<file path="src/rtl/cdb_arbiter.sv">
// Common-data-bus arbiter: one holding slot per functional unit,
// round-robin pick, registered broadcast to RS/LSQ/regfile.
module cdb_arbiter #(
  parameter int NUM_SRC = 4,
  parameter int DATA_W  = 32,
  parameter int LABEL_W = 4
) (
  input  logic                       clk,
  input  logic                       nRST,
  input  logic [NUM_SRC-1:0]         src_valid,
  input  logic [NUM_SRC*LABEL_W-1:0] src_label,
  input  logic [NUM_SRC*DATA_W-1:0]  src_data,
  output logic [NUM_SRC-1:0]         src_ready,
  output logic                       BCEN,
  output logic [LABEL_W-1:0]         BClabel,
  output logic [DATA_W-1:0]          BCdata,
  output logic                       err_zero_label
);

  localparam int PW = $clog2(NUM_SRC);
  localparam logic [PW:0] N = (PW+1)'(NUM_SRC);

  logic [NUM_SRC-1:0] held_q, held_d;
  logic [NUM_SRC-1:0] grant, take, lbl_nz;
  logic [LABEL_W-1:0] hlabel_q [NUM_SRC];
  logic [DATA_W-1:0]  hdata_q  [NUM_SRC];
  logic [PW-1:0]      rr_q, rr_d, gidx;
  logic [PW:0]        idx;
  logic               gnt_any, zero_hit;

  logic               bcen_q;
  logic [LABEL_W-1:0] bclabel_q;
  logic [DATA_W-1:0]  bcdata_q;
  logic               err_q;

  // Scan upward from rr_q; index wraps at NUM_SRC, not a power of two.
  always_comb begin
    grant   = '0;
    gidx    = '0;
    gnt_any = 1'b0;
    idx     = '0;
    for (int o = 0; o < NUM_SRC; o++) begin
      idx = {1'b0, rr_q} + (PW+1)'(o);
      if (idx >= N) idx = idx - N;
      if (!gnt_any && held_q[idx[PW-1:0]]) begin
        gnt_any                = 1'b1;
        grant[idx[PW-1:0]]     = 1'b1;
        gidx                   = idx[PW-1:0];
      end
    end
  end

  always_comb begin
    rr_d = rr_q;
    if (gnt_any) begin
      if (gidx == PW'(NUM_SRC-1)) rr_d = '0;
      else                        rr_d = gidx + PW'(1);
    end
  end

  always_comb begin
    lbl_nz = '0;
    for (int i = 0; i < NUM_SRC; i++)
      lbl_nz[i] = |src_label[i*LABEL_W +: LABEL_W];
  end

  assign src_ready = ~held_q | grant;
  assign take      = src_valid & src_ready & lbl_nz;
  assign zero_hit  = |(src_valid & src_ready & ~lbl_nz);
  assign held_d    = (held_q & ~grant) | take;

  always_ff @(posedge clk or posedge nRST) begin
    if (nRST) begin
      held_q    <= '0;
      rr_q      <= '0;
      bcen_q    <= 1'b0;
      bclabel_q <= '0;
      bcdata_q  <= '0;
      err_q     <= 1'b0;
      for (int i = 0; i < NUM_SRC; i++) begin
        hlabel_q[i] <= '0;
        hdata_q[i]  <= '0;
      end
    end else begin
      held_q <= held_d;
      rr_q   <= rr_d;
      bcen_q <= gnt_any;
      if (gnt_any) begin
        bclabel_q <= hlabel_q[gidx];
        bcdata_q  <= hdata_q[gidx];
      end
      if (zero_hit) err_q <= 1'b1;
      for (int i = 0; i < NUM_SRC; i++) begin
        if (take[i]) begin
          hlabel_q[i] <= src_label[i*LABEL_W +: LABEL_W];
          hdata_q[i]  <= src_data[i*DATA_W +: DATA_W];
        end
      end
    end
  end

  assign BCEN           = bcen_q;
  assign BClabel        = bclabel_q;
  assign BCdata         = bcdata_q;
  assign err_zero_label = err_q;

endmodule

</file>
<file path="config.mk">
export PLATFORM = sky130hd
export DESIGN_NAME = cdb_arbiter
export DESIGN_NICKNAME = d
export VERILOG_FILES = /design/src/rtl/cdb_arbiter.sv
export SDC_FILE = /design/constraint.sdc
export NUM_CORES = 1
export LEC_CHECK = 0
export CORE_MARGIN = 2
export CORE_UTILIZATION = 55
export DETAILED_ROUTE_END_ITERATION = 10
export GPL_ROUTABILITY_DRIVEN = 0
export PLACE_DENSITY = 0.95
export SYNTH_ARGS = -nofsm -noshare
export SYNTH_HDL_FRONTEND = slang
export SYNTH_SLANG_ARGS = --single-unit
</file>
<file path="constraint.sdc">
create_clock -name clk -period 13.8 [get_ports clk]
set_input_delay 4.14 -clock clk [delete_from_list [all_inputs] [get_ports clk]]
set_output_delay 4.14 -clock clk [all_outputs]
set_load 0.02 [all_outputs]
</file>
======== Word-level counts from Yosys, hierarchy flattened ========
Cells that the tools add are included.
operators by class
  bitwise gates (word level) .............. 13
  reductions and logical operators ........ 15
  eq/ne operators ......................... 1
  add/sub/neg operators ................... 8
  magnitude comparators ................... 13
  mux-type cells .......................... 39
operators with widths
  kind                 number
  $bmux 32 s2          1
  $mux 32              2
  $mux 4               6
  $or 4x4->4           5
  $reduce_or 4->1      5
  $mux 2               9
  $and 4x4->4          4
  $ge 3x3->1 const B   4
  $lt 2x3->1 const B   4
  $mux 1               12
  $not 4->4            3
  $bmux 1 s2           4
  $bmux 4 s2           1
  $demux 1 s2          4
  $ge 2x1->1 const B   4
  $sub 2x1->2 const B  4
  $logic_and 1x1->1    7
  $add 2x2->3 const B  2
  $add 2x1->3 const B  1
  $ge 2x3->1 const B   1
  $logic_not 1->1      3
  $not 2->3            1
  $add 2x1->2 const B  1
  $eq 2x2->1 const B   1
storage, ports and cells
  flip-flop bits (word level) ............. 188
  word-level logic and storage cells ...... 103
  input port bits ......................... 150

======== Logic depth before layout (Yosys ltp) ========
  depth after elaboration ................. 18
  depth in mapped cells ................... 12

======== Worst setup path after synthesis ========
No wires, ideal clock.
  path kind ............................... reg2out
  from .................................... register (tool-made name)
  to ...................................... output port src_ready[1]
  slack ................................... 7.337 ns
  stages on the path, launching flop included .. 9
  path buffers ............................ 2
  arrival time ............................ 2.323 ns
  cells stage by stage .................... dfrtp_1 -> buf_6 -> inv_1 -> ha_1 -> clkbuf_1 -> mux4_2 -> nor2b_1 -> and2b_1 -> a221o_1
RTL lines
  item           line  RTL
  end, declared  13    output logic [NUM_SRC-1:0] src_ready,

==> run_results.csv <==
group,metric,value,unit
logic_synthesis,avg_inst_size_synth,13.3,sq um
logic_synthesis,synth-compound-area-share,9.49,%
sta,slew_violations,0,
logic_synthesis,synth_nets,806,
grt,gr-total-overflow,0,
pwr,int_pwr,2.01,mW
logic_synthesis,synth_mux_area_share,25.0,%
grt,initial_antenna_violation_count,0,
sta,post-route-period-util,59.7,%
pwr,p_switching,1.33,mW
final_layout,layout_stage_area_growth_over_the_synthesis_result,29.6,%
detailed_routing,routed-via-count,6060,
detailed_routing,postRouteAntennaNets,0,
sta,tmin_final,8.23,ns
worst_setup_path,worst_setup_path_start_kind,"flip-flop",
pwr,p_comb_share,54.2,%
pwr,p_total,3.34,mW
detailed_routing,via_per_inst,5.80,
detailed_routing,detail_route.drc_violations,0,
final_layout,antennaDiodeCount,0,
clock_tree,max-clock-path-buffers,2,
placement,placed_cell_areas,0.0106,sq mm
worst_setup_path,endpoint,"src_ready[1]",
worst_setup_path,cp_max_fo,22,
logic_synthesis,synth_commonest_cells,"188 x dfrtp_1, 107 x mux2_2, 85 x nand2_1, 41 x mux2i_1",
floorplanning,ports_placed_on_the_boundary,192,
floorplanning,start_util,56.6,%
logic_synthesis,sequential_to_total_area_share_from_yosys_stat,54.5,%
pwr,peakVddDrop,0.200,mV
final_layout,final_area,0.0112,sq mm
logic_synthesis,post_synth_num_cell_types,51,
grt,first_global_vias,6405,
worst_setup_path,rr_worst_depth,9,
worst_setup_path,critical_path_arrival,4.09,ns
sta,finClkSkew,0.0115,ns
worst_hold_path,hold_path_class,"reg -> reg",
worst_setup_path,critical_path.endpoint_type,"output pin",
logic_synthesis,simple_gate_share_of_the_synthesized_area,6.19,%
grt,grt_pass1_wl,34300,microns
logic_synthesis,synth_edf_count,0,
sta,finalSetupTns,0,ns
clock_tree,tritoncts,"done",
detailed_routing,detail_route.wirelength,21600,microns
detailed_routing,drtIter0Drc,377,
flow_run,max-cap-violations,0,
final_layout,share_of_final_layout_standard_cells_stronger_than_drive_strength_1,22.8,%
floorplanning,die-width,129,microns
worst_setup_path,cp.required,9.66,ns
logic_synthesis,ys_warn_count,0,
worst_setup_path,rr_endpoint,"hdata_q[63]",
grt,grt_use_total,27.1,%
floorplanning,dieHeight,129,microns
logic_synthesis,asyncSetResetFlopFracSynth,100,%
sta,setup-violations-final,0,
clock_tree,clock_insertion_delay_worst_skew,0.43,ns
placement,i_o_buffers,191,
clock_tree,path_clk_slew,0.07,ns
pwr,leakage,4.75,nW
clock_tree,cts.repair.resized,0,
logic_synthesis,post_synth_fa_ha_maj_area_fraction,0.870,%
floorplanning,fp.dieArea,0.0167,sq mm
placement,hpwl,14100,microns
pwr,clock_power_share,14.6,%
final_layout,nNetsFinal,978,
pwr,power-per-cell-area,299,mW/mm^2
final_layout,final_cells,1044,
logic_synthesis,synth_seq_cells,188,
grt,grt_max_degree,110,
logic_synthesis,synthMostInstantiatedCell,"dfrtp_1",
run_status,outcome,"finished, final reports clean",
logic_synthesis,synth_cells,650,
logic_synthesis,yosys.area_share.xor_xnor,0.304,%
worst_setup_path,critical_setup_path_class,"reg -> out",
clock_tree,cts-buffers-inserted,17,
logic_synthesis,yosysTopAreaCell,"dfrtp_1",
clock_tree,ctsHtreeMaxLevel,4,
logic_synthesis,netlist.area_leader.share,54.5,%
floorplanning,row_count,45,
worst_setup_path,rrSetupSlack,9.28,ns
floorplanning,core,0.0153,sq mm
clock_tree,postCtsSetupRepairBufs,0,
sta,rsz0062_at_grt,"false",
sta,maxClockFrequency,121,MHz
sta,slew-limit-headroom,23.5,%
logic_synthesis,netlist_top_cells_area,"dfrtp_1 55%, mux2_2 14%, mux2_4 5.2%",
detailed_routing,drt_pass1_iterations,4,
logic_synthesis,dominant_combinational_cell_family_by_area_after_synthesis,"multiplexers",
clock_tree,cts.sinks,188,
clock_tree,cts_root_buffer,"clkbuf_16",
logic_synthesis,postSynth.topFlopCell,"dfrtp_1",
detailed_routing,wl_per_instance,20.7,microns
pwr,seqPwrFrac,31.2,%
logic_synthesis,netlist_area,0.00863,sq mm
sta,hold_violations,0,
sta,worst_pin_slew,1.15,ns
pwr,p_sw_share,39.8,%
placement,numPlacedInstances,1014,
clock_tree,ctsHoldBuffers,0,
## flip-flops by register name, summed over array words and instances (netlist names), named ones only
register	count
BCEN	1
BCdata	32
BClabel	4
err_zero_label	1
hdata_q	128
held_q	4
hlabel_q	16
rr_q	1
## kinds of logic after synthesis
| kind of cell | Yosys count |
|---|---|
| fa+ha+maj | 6 |
| flops | 188 |
| compound gates | 105 |
| simple gates | 115 |
| buf+inv | 51 |
| xor+xnor | 3 |
| mux | 182 |
## per-stage QoR
stage,setup WS [ns],hold slack [ns],util [%]
6_report,5.57,0.503,73.3
4_1_cts,5.60,0.508,73.3
3_3_place_gp,6.24,0.486,69.5
2_1_floorplan,4.55,0.465,-
3_5_place_dp,6.09,0.485,69.5
5_1_grt,5.32,0.513,73.3
## power by group through the flow
stage / combinational [mW] / sequential [mW] / clock, mW
final: 1.81 / 1.04 / 0.487
after global routing: 1.94 / 1.08 / 0.519
after CTS: 1.82 / 1.04 / 0.493
after detailed placement: 1.80 / 1.05 / 0
after global placement: 1.74 / 1.03 / 0
after floorplan: 1.31 / 1.04 / 0
## layer usage
layer,global-route usage [%],part of all wire (%)
met1,33.6,41
met5,0,0
met2,44.8,50
met4,10.4,2.4
met3,8.26,6.6
## final cells by class
| cell class | count | area, sq um |
|---|---|---|
| Timing Repair Buffer | 198 | 1960 |
| Multi-Input combinational cell | 411 | 3640 |
| Tap cell | 211 | 264 |
| Fill cell | 986 | 4070 |
| Clock inverter | 9 | 110 |
| Clock buffer | 21 | 470 |
| Sequential cell | 188 | 4700 |
| Inverter | 6 | 30.0 |
## cells in the final DEF (no fill, tap or decap), types with 3 or more instances in the layout
cell type | synthesis | routed
clkinv_2 | 0 | 3
a221o_1 | 5 | 5
mux2i_1 | 41 | 41
inv_1 | 6 | 5
clkbuf_8 | 0 | 3
dfrtp_1 | 188 | 188
mux2_4 | 30 | 30
clkdlybuf4s50_1 | 0 | 191
nor2_1 | 5 | 5
o2bb2ai_1 | 36 | 36
buf_4 | 4 | 7
a22o_1 | 9 | 9
nand2b_1 | 4 | 3
nor4_1 | 3 | 3
ha_1 | 6 | 6
nand2_1 | 85 | 84
mux2_2 | 107 | 107
clkbuf_16 | 0 | 17
a31oi_1 | 36 | 36
mux4_2 | 4 | 4
inv_6 | 0 | 3
xnor2_1 | 3 | 3
## worst min-delay path by stage
stage	startpoint	end	slack (ns)	cells past startpoint
3_5_place_dp	hlabel_q[0]	hlabel_q[0]	0.49	1
4_1_cts	hdata_q[19]	hdata_q[19]	0.51	1
2_1_floorplan	hlabel_q[5]	hlabel_q[5]	0.47	1
6_report	hdata_q[20]	hdata_q[20]	0.50	1
3_3_place_gp	hlabel_q[3]	hlabel_q[3]	0.49	1
5_1_grt	hlabel_q[0]	hlabel_q[0]	0.51	1
## critical path: stages, from the launching register on
cell and delay, ns:
dfrtp_1 0.89, inv_1 0.26, ha_1 0.58, mux4_2 0.47, nor2b_1 0.35, and2b_1 0.22
a221o_1 0.25, clkdlybuf4s50_1 0.63
(Power assumes the default switching activity.)
